**config.mk**
```make
export PLATFORM = sky130hd
export DESIGN_NAME = axi_lite_cfg_sequencer
export DESIGN_NICKNAME = d
export VERILOG_FILES = /design/src/rtl/axi_lite_pkg.sv /design/src/rtl/axi_lite_wr_issue.sv /design/src/rtl/axi_lite_cfg_sequencer.sv
export SDC_FILE = /design/constraint.sdc
export NUM_CORES = 1
export LEC_CHECK = 0
export ABC_AREA = 1
export CORE_MARGIN = 5
export CORE_UTILIZATION = 44
export DETAILED_ROUTE_END_ITERATION = 16
export PLACE_DENSITY = 0.87
export SLEW_MARGIN = 30
export SYNTH_ARGS = -nofsm -noshare
export SYNTH_HDL_FRONTEND = slang
export SYNTH_SLANG_ARGS = --single-unit
```
**constraint.sdc**
```tcl
create_clock -name ACLK -period 4.19 [get_ports ACLK]
set_input_delay 0.838 -clock ACLK [delete_from_list [all_inputs] [get_ports ACLK]]
set_output_delay 0.838 -clock ACLK [all_outputs]
set_load 0.1 [all_outputs]
```
**src/rtl/axi_lite_pkg.sv**
```systemverilog
// rtl/axi_lite_pkg.sv - AXI4-Lite response codes and cfg sequencer state encoding
package axi_lite_pkg;

    localparam logic [1:0] RESP_OKAY   = 2'b00;
    localparam logic [1:0] RESP_SLVERR = 2'b10;

    typedef enum logic [2:0] {
        ST_IDLE  = 3'd0,
        ST_LOAD  = 3'd1,
        ST_WR    = 3'd2,
        ST_WRESP = 3'd3,
        ST_RADDR = 3'd4,
        ST_RDATA = 3'd5,
        ST_NEXT  = 3'd6
    } seq_state_t;

    function automatic logic resp_ok(input logic [1:0] resp);
        return resp == RESP_OKAY;
    endfunction

endpackage

```
**src/rtl/axi_lite_wr_issue.sv**
```systemverilog
// rtl/axi_lite_wr_issue.sv - AW/W dual-valid issue plus B wait, reporting a registered done/resp pair
module axi_lite_wr_issue
    import axi_lite_pkg::*;
(
    input  logic       ACLK,
    input  logic       ARESET,
    input  logic       issue,
    output logic       awvalid,
    input  logic       awready,
    output logic       wvalid,
    input  logic       wready,
    input  logic [1:0] bresp,
    input  logic       bvalid,
    output logic       bready,
    output logic       addr_done,
    output logic       done,
    output logic [1:0] resp
);

    logic aw_pend;
    logic w_pend;
    logic b_wait;
    logic aw_fin;
    logic w_fin;

    assign awvalid = aw_pend;
    assign wvalid  = w_pend;
    assign bready  = b_wait;

    // A channel counts as finished if it already handshook or handshakes this cycle
    assign aw_fin    = !aw_pend || awready;
    assign w_fin     = !w_pend  || wready;
    assign addr_done = (aw_pend || w_pend) && aw_fin && w_fin;

    always_ff @(posedge ACLK or posedge ARESET) begin
        if (ARESET) begin
            aw_pend <= 1'b0;
            w_pend  <= 1'b0;
            b_wait  <= 1'b0;
            done    <= 1'b0;
            resp    <= RESP_OKAY;
        end else begin
            done <= 1'b0;
            if (issue) begin
                aw_pend <= 1'b1;
                w_pend  <= 1'b1;
            end else begin
                if (aw_pend && awready) begin
                    aw_pend <= 1'b0;
                end
                if (w_pend && wready) begin
                    w_pend <= 1'b0;
                end
                if (addr_done) begin
                    b_wait <= 1'b1;
                end
                if (b_wait && bvalid) begin
                    b_wait <= 1'b0;
                    done   <= 1'b1;
                    resp   <= bresp;
                end
            end
        end
    end

endmodule

```
**src/rtl/axi_lite_cfg_sequencer.sv**
```systemverilog
// rtl/axi_lite_cfg_sequencer.sv - AXI4-Lite master writing an (addr, data) table with optional readback verify
module axi_lite_cfg_sequencer
    import axi_lite_pkg::*;
#(
    parameter int P_M_AXI_DATA_WIDTH = 32,
    parameter int P_M_AXI_ADDR_WIDTH = 4,
    parameter int P_TBL_DEPTH        = 4,
    parameter int P_TBL_IDX_WIDTH    = 2
) (
    input  logic                            ACLK,
    input  logic                            ARESET,
    input  logic                            i_start,
    input  logic                            i_verify_en,
    output logic                            o_busy,
    output logic                            o_done,
    output logic                            o_err,
    output logic [P_TBL_IDX_WIDTH-1:0]      o_tbl_idx,
    input  logic [P_M_AXI_ADDR_WIDTH-1:0]   i_tbl_addr,
    input  logic [P_M_AXI_DATA_WIDTH-1:0]   i_tbl_data,
    output logic [P_M_AXI_ADDR_WIDTH-1:0]   M_AXI_AWADDR,
    output logic [2:0]                      M_AXI_AWPROT,
    output logic                            M_AXI_AWVALID,
    input  logic                            M_AXI_AWREADY,
    output logic [P_M_AXI_DATA_WIDTH-1:0]   M_AXI_WDATA,
    output logic [P_M_AXI_DATA_WIDTH/8-1:0] M_AXI_WSTRB,
    output logic                            M_AXI_WVALID,
    input  logic                            M_AXI_WREADY,
    input  logic [1:0]                      M_AXI_BRESP,
    input  logic                            M_AXI_BVALID,
    output logic                            M_AXI_BREADY,
    output logic [P_M_AXI_ADDR_WIDTH-1:0]   M_AXI_ARADDR,
    output logic [2:0]                      M_AXI_ARPROT,
    output logic                            M_AXI_ARVALID,
    input  logic                            M_AXI_ARREADY,
    input  logic [P_M_AXI_DATA_WIDTH-1:0]   M_AXI_RDATA,
    input  logic [1:0]                      M_AXI_RRESP,
    input  logic                            M_AXI_RVALID,
    output logic                            M_AXI_RREADY
);

    localparam logic [P_TBL_IDX_WIDTH-1:0] IDX_LAST = P_TBL_IDX_WIDTH'(P_TBL_DEPTH - 1);
    localparam logic [P_TBL_IDX_WIDTH-1:0] IDX_ONE  = P_TBL_IDX_WIDTH'(1);

    seq_state_t                    state;
    seq_state_t                    state_nxt;
    logic                          verify_q;
    logic [P_M_AXI_DATA_WIDTH-1:0] cmp_q;
    logic                          wr_issue;
    logic                          wr_addr_done;
    logic                          wr_done;
    logic [1:0]                    wr_resp;
    logic                          ok_exit;
    logic                          err_exit;
    logic                          last_entry;

    assign M_AXI_AWPROT  = 3'b000;
    assign M_AXI_ARPROT  = 3'b000;
    assign M_AXI_WSTRB   = '1;
    assign M_AXI_ARVALID = (state == ST_RADDR);
    assign M_AXI_RREADY  = (state == ST_RDATA);
    assign last_entry    = (o_tbl_idx == IDX_LAST);

    axi_lite_wr_issue wr_issue_inst (
        .ACLK      (ACLK),
        .ARESET    (ARESET),
        .issue     (wr_issue),
        .awvalid   (M_AXI_AWVALID),
        .awready   (M_AXI_AWREADY),
        .wvalid    (M_AXI_WVALID),
        .wready    (M_AXI_WREADY),
        .bresp     (M_AXI_BRESP),
        .bvalid    (M_AXI_BVALID),
        .bready    (M_AXI_BREADY),
        .addr_done (wr_addr_done),
        .done      (wr_done),
        .resp      (wr_resp)
    );

    always_ff @(posedge ACLK or posedge ARESET) begin
        if (ARESET) begin
            state <= ST_IDLE;
        end else begin
            state <= state_nxt;
        end
    end

    always_comb begin
        state_nxt = state;
        wr_issue  = 1'b0;
        ok_exit   = 1'b0;
        err_exit  = 1'b0;
        case (state)
            ST_IDLE: begin
                if (i_start) begin
                    state_nxt = ST_LOAD;
                end
            end
            ST_LOAD: begin
                wr_issue  = 1'b1;
                state_nxt = ST_WR;
            end
            ST_WR: begin
                if (wr_addr_done) begin
                    state_nxt = ST_WRESP;
                end
            end
            ST_WRESP: begin
                if (wr_done) begin
                    if (!resp_ok(wr_resp)) begin
                        err_exit  = 1'b1;
                        state_nxt = ST_IDLE;
                    end else if (verify_q) begin
                        state_nxt = ST_RADDR;
                    end else begin
                        state_nxt = ST_NEXT;
                    end
                end
            end
            ST_RADDR: begin
                if (M_AXI_ARREADY) begin
                    state_nxt = ST_RDATA;
                end
            end
            ST_RDATA: begin
                if (M_AXI_RVALID) begin
                    if (!resp_ok(M_AXI_RRESP) || (M_AXI_RDATA != cmp_q)) begin
                        err_exit  = 1'b1;
                        state_nxt = ST_IDLE;
                    end else begin
                        state_nxt = ST_NEXT;
                    end
                end
            end
            ST_NEXT: begin
                if (last_entry) begin
                    ok_exit   = 1'b1;
                    state_nxt = ST_IDLE;
                end else begin
                    state_nxt = ST_LOAD;
                end
            end
            default: state_nxt = ST_IDLE;
        endcase
    end

    // Status and payload registers; the index freezes on an error exit so it names the failing entry
    always_ff @(posedge ACLK or posedge ARESET) begin
        if (ARESET) begin
            o_busy       <= 1'b0;
            o_done       <= 1'b0;
            o_err        <= 1'b0;
            o_tbl_idx    <= '0;
            verify_q     <= 1'b0;
            cmp_q        <= '0;
            M_AXI_AWADDR <= '0;
            M_AXI_ARADDR <= '0;
            M_AXI_WDATA  <= '0;
        end else begin
            o_done <= ok_exit || err_exit;
            if (state == ST_IDLE && i_start) begin
                o_busy    <= 1'b1;
                o_err     <= 1'b0;
                o_tbl_idx <= '0;
                verify_q  <= i_verify_en;
            end
            if (state == ST_LOAD) begin
                M_AXI_AWADDR <= i_tbl_addr;
                M_AXI_ARADDR <= i_tbl_addr;
                M_AXI_WDATA  <= i_tbl_data;
                cmp_q        <= i_tbl_data;
            end
            if (state == ST_NEXT && !last_entry) begin
                o_tbl_idx <= o_tbl_idx + IDX_ONE;
            end
            if (err_exit) begin
                o_err <= 1'b1;
            end
            if (ok_exit || err_exit) begin
                o_busy <= 1'b0;
            end
        end
    end

endmodule
```
Word-level counts from Yosys, hierarchy flattened. Index checks and enable logic that the tools add are counted.

Output and inout bits: 60. Bits in read-only memories: 0. Memories kept: 0. RAM bits: 0. Bits in registers: 51. Input bits: 81. Logic and storage cells: 88. Bits in latches: 0.

Reduce and logical (&&, ||, !) cells: 28. Magnitude comparators: 0. Mux-type cells: 32. Multipliers: 0. Add/subtract/negate cells: 1. Equality and inequality tests: 13. Shift operators: 0. Bitwise gates (word level): 1. Div/mod/pow operators: 0.

Operator list (number): $ne A32 B32 Y1 (1); $mux W3 (7); $pmux W3 S7 (1); $mux W1 (20); $reduce_bool A2 Y1 (6); $eq A3 B3 Y1 const B (3); $logic_and A1 B1 Y1 (7); $eq A3 B2 Y1 const B (2); $mux W2 (3); $ne A2 B2 Y1 const B (3); $logic_or A1 B1 Y1 (5); $reduce_and A5 Y1 (1); $logic_not A1 Y1 (4); $logic_not A2 Y1 (2); $ne A2 B1 Y1 const B (2); $reduce_and A2 Y1 (2); $eq A3 B1 Y1 const B (1); $logic_not A3 Y1 (1); $add A2 B1 Y2 const B (1); $eq A2 B2 Y1 const B (1); $pmux W1 S2 (1); $not A1 Y1 (1).

Logic depth before layout (Yosys ltp).
Depth after elaboration: 8. Depth in mapped cells: 12. Depth with buffers taken out: 12.

Modules after synthesis. Synthesis repeated with hierarchy kept, for this count alone.

Cell total of the unflattened synthesis: 426. Area, all modules: 2932.8 um2.

By module, submodules not included: axi_lite_cfg_sequencer (sequential area each 1126.1 um2, times used 1, cells each 398, area an instance 2666.3 um2); axi_lite_wr_issue (sequential area each 150.1 um2, times used 1, cells each 28, area an instance 266.5 um2).

Worst setup path before layout. OpenSTA, ideal clock, no wires.

Kind: reg2out. Start point: register state[0]. End point: output M_AXI_RREADY. Cell stages (with the launch flop): 3. Arrival time: 2.651 ns. Slack: 0.701 ns. Path buffers: 0. Data required time: 3.352 ns. Path through: dfrtp_1 -> inv_2 -> nor3_1.

Word-level cells in the longest chain between the ends: 1.

Ends and longest elaborated chain: start: declaration (line axi_lite_cfg_sequencer.sv:44) `seq_state_t state;`; start signal: assignment (line axi_lite_cfg_sequencer.sv:83) `state <= state_nxt;`; $eq A3 B3 Y1 (line axi_lite_cfg_sequencer.sv:60) `assign M_AXI_RREADY = (state == ST_RDATA);`; end: declaration (line axi_lite_cfg_sequencer.sv:38) `output logic M_AXI_RREADY`.

Every way passes these cells.

Worst setup path in the final report. Same ends and word-level chain as after synthesis.

==> results.toml <==
[sta]
fin_tns_setup_ps = 0
slew_headroom_pct = 33.55
hold_viol = 0
period_minus_slack_ps = 3263
rsz0062_at_grt = "false"
fmax_mhz = 306.5
setup_viol = 0
slew_violations = 0
fin_skew_ps = 7.547
tightest_slew_ps = 993.6
finalCritPeriodShare_pct = 77.87

[hold_path]
hold_path_end = "wr_issue_inst.resp[0]$_DFFE_PP0P_"
min_path_type = "reg2reg"
holdPathStages = 2
min_from = "wr_issue_inst.resp[0]$_DFFE_PP0P_"

[synth]
syn_avg_cell_area_sq_um = 7.734
async_flop_share_pct = 100.0
synthesis.area_sq_mm = 0.002815
seq_area_frac_synth_pct = 45.33
synth_edf_count = 0
ys_ff_latch = 51
yosys_warnings = 0
ys.flop_type = "dfrtp_1"
syn_inst = 364
ys_types = 30

[worst_setup_path]
crit_type = "reg2out"
cp-start-kind = "flop"
path_cells = "inv_2, nor3_1, clkdlybuf4s50_1"
crit_fanout = 6
slowest_stage = "clkdlybuf4s50_1"
ff2ff_setup_slack_ps = 2400
worstPathArrival_ps = 2420
slowest_delay_ps = 1210
reg2reg_to = "cmp_q[13]$_DFFE_PP0P_"
worstSetupEndpointType = "output port"
r2r_start = "state[1]$_DFFE_PP0P_"
required_ps = 3350
rr_worst_depth = 5

[clocking]
worstSkewPairLatency_ps = 300
numCtsBuffers = 5
h-tree-depth = 2
clkSinkCount = 51
holdBufCountCts = 0
path_clk_slew_ps = 90
clk_root_buffer_cell = "clkbuf_8"
postCtsSetupRepairBufs = 0
cts_tree = "yes"
cts-resized-gates = 0
cts_buffer_depth = 2

[detailed_routing]
via_per_inst = 4.727
routed_wirelength_mm = 7.629
dr.pass1.iters = 4
ant_nets = 0
vias = 2685
route.detailed.drc = 0
drt_first_iter_violations = 114
drt-wirelength-per-cell_um = 13.43

[global_routing]
grt_pass1_wl_mm = 12.92
grtUsageTotal_pct = 19.17
antenna_found_initial = 0
grt_pass1_vias = 2771
overflow = 0
grt_start_max_net_pins = 52

[die]
dieArea_sq_mm = 0.008098
die_h_um = 89.99
fp-row-count = 29
coreArea_sq_mm = 0.006277
io_pins = 141
die_width_um = 89.99
start_util_pct = 44.85

[layout]
syn_to_final_growth_pct = 49.42
drive_gt1_share_pct = 7.128
fin_cells = 568
n_antenna_cell = 0
layout.nets = 572

[run_status]
status = "complete, no violations"

[placement]
numPortBuffers = 130
place_inst = 560
place_congestion = 0.8620
dp_hpwl_mm = 6.036

[job]
max_cap_violations = 0
-- worst max-delay path: cells and delay by family (launching register included) --
kind                   cells  cell delay [ps]
buffers and inverters      2             1320
DFF                        1              480
and+or+nand+nor            1              330
-- layout make-up --
cell class	count	area, sq um
multi-input combinational	235	1194
inverter	66	250.2
clock inverter	1	5.005
sequential	51	1276
timing repair buffer	131	1309
clock buffer	7	76.32
fill	520	2071
tap	77	96.34
-- how the worst max path moves through the flow --
| stage | slack, ps | depth (start not counted) | to | start |
|---|---|---|---|---|
| after floorplan | 700 | 2 | M_AXI_RREADY | state[0]$_DFFE_PP0P_ |
| after global placement | 1320 | 3 | M_AXI_RREADY | state[0]$_DFFE_PP0P_ |
| after detailed placement | 1240 | 3 | M_AXI_RREADY | state[0]$_DFFE_PP0P_ |
| after CTS | 900 | 3 | M_AXI_RREADY | state[0]$_DFFE_PP0P_ |
| after global routing | 810 | 3 | M_AXI_RREADY | state[0]$_DFFE_PP0P_ |
| final | 930 | 3 | M_AXI_RREADY | state[0]$_DFFE_PP0P_ |
-- cells by family after synthesis --
logic type	synth area share, %
flip-flops	45.33
other	0.2668
XOR/XNOR	2.800
AO/OA/AOI/OAI	6.134
buffers and inverters	13.78
multiplexers	7.200
adder cells (fa/ha/maj)	0.4444
AND/OR/NAND/NOR	24.04
-- registers in the layout, indices dropped and copies added, names as in the netlist --
signal	flops
M_AXI_ARADDR	4
cmp_q	32
o_busy	1
o_done	1
o_err	1
o_tbl_idx	2
state	3
verify_q	1
wr_issue_inst.awvalid	1
wr_issue_inst.bready	1
wr_issue_inst.done	1
wr_issue_inst.resp	2
wr_issue_inst.wvalid	1
-- layer usage --
metal | global-route usage, % | wire length, um | vias to the layer above
li1 | - | - | 1337
met1 | 22.96 | 3096 | 1231
met2 | 33.54 | 3813 | 105
met3 | 5.593 | 602 | 12
met4 | 4.963 | 116 | 0
met5 | 0 | 0 | -
-- through the flow --
step	util [%]	hold slack, ps	instance area [sq um]	worst slack (ps)
6_report	67.01	482.7	4207	927.4
3_3_place_gp	65.56	456.4	4115	1321
4_1_cts	67.01	489.2	4207	900.3
3_5_place_dp	65.72	465.1	4125	1242
5_1_grt	67.01	529.2	4207	808.9
2_1_floorplan	-	440.7	2845	701.3
-- cell usage after synthesis (3+ instances only) --
cell | instances | share of area [%]
a21oi_1 | 19 | 3.4
buf_2 | 4 | 0.71
buf_4 | 16 | 4.3
dfrtp_1 | 51 | 45
inv_1 | 64 | 8.5
mux2_2 | 18 | 7.2
nand2_1 | 96 | 13
nand3_1 | 9 | 1.6
nor2_1 | 46 | 6.1
nor3_1 | 3 | 0.53
o21ai_0 | 5 | 0.89
or2_2 | 3 | 0.67
xnor2_1 | 7 | 2.2
-- cell usage in the layout, fill, tap and decap left out, types with 2 or more instances in the layout --
cell type / synthesis / final
nand3_1: 9 / 8
nor3_2: 2 / 2
o21ai_0: 5 / 5
or2_2: 3 / 3
inv_1: 64 / 63
nor4_1: 2 / 2
nand2_1: 96 / 96
xor2_1: 2 / 2
clkbuf_1: 0 / 2
dfrtp_1: 51 / 51
xnor2_1: 7 / 7
nor3_1: 3 / 3
clkdlybuf4s50_1: 0 / 130
nand4_1: 2 / 2
inv_2: 2 / 2
nor2_1: 46 / 46
mux2_2: 18 / 18
conb_1: 2 / 10
a21oi_1: 19 / 19
clkbuf_8: 0 / 5
Power is not shown: default switching activity piles up to over one toggle a cycle in this logic, so the estimate is an artifact.
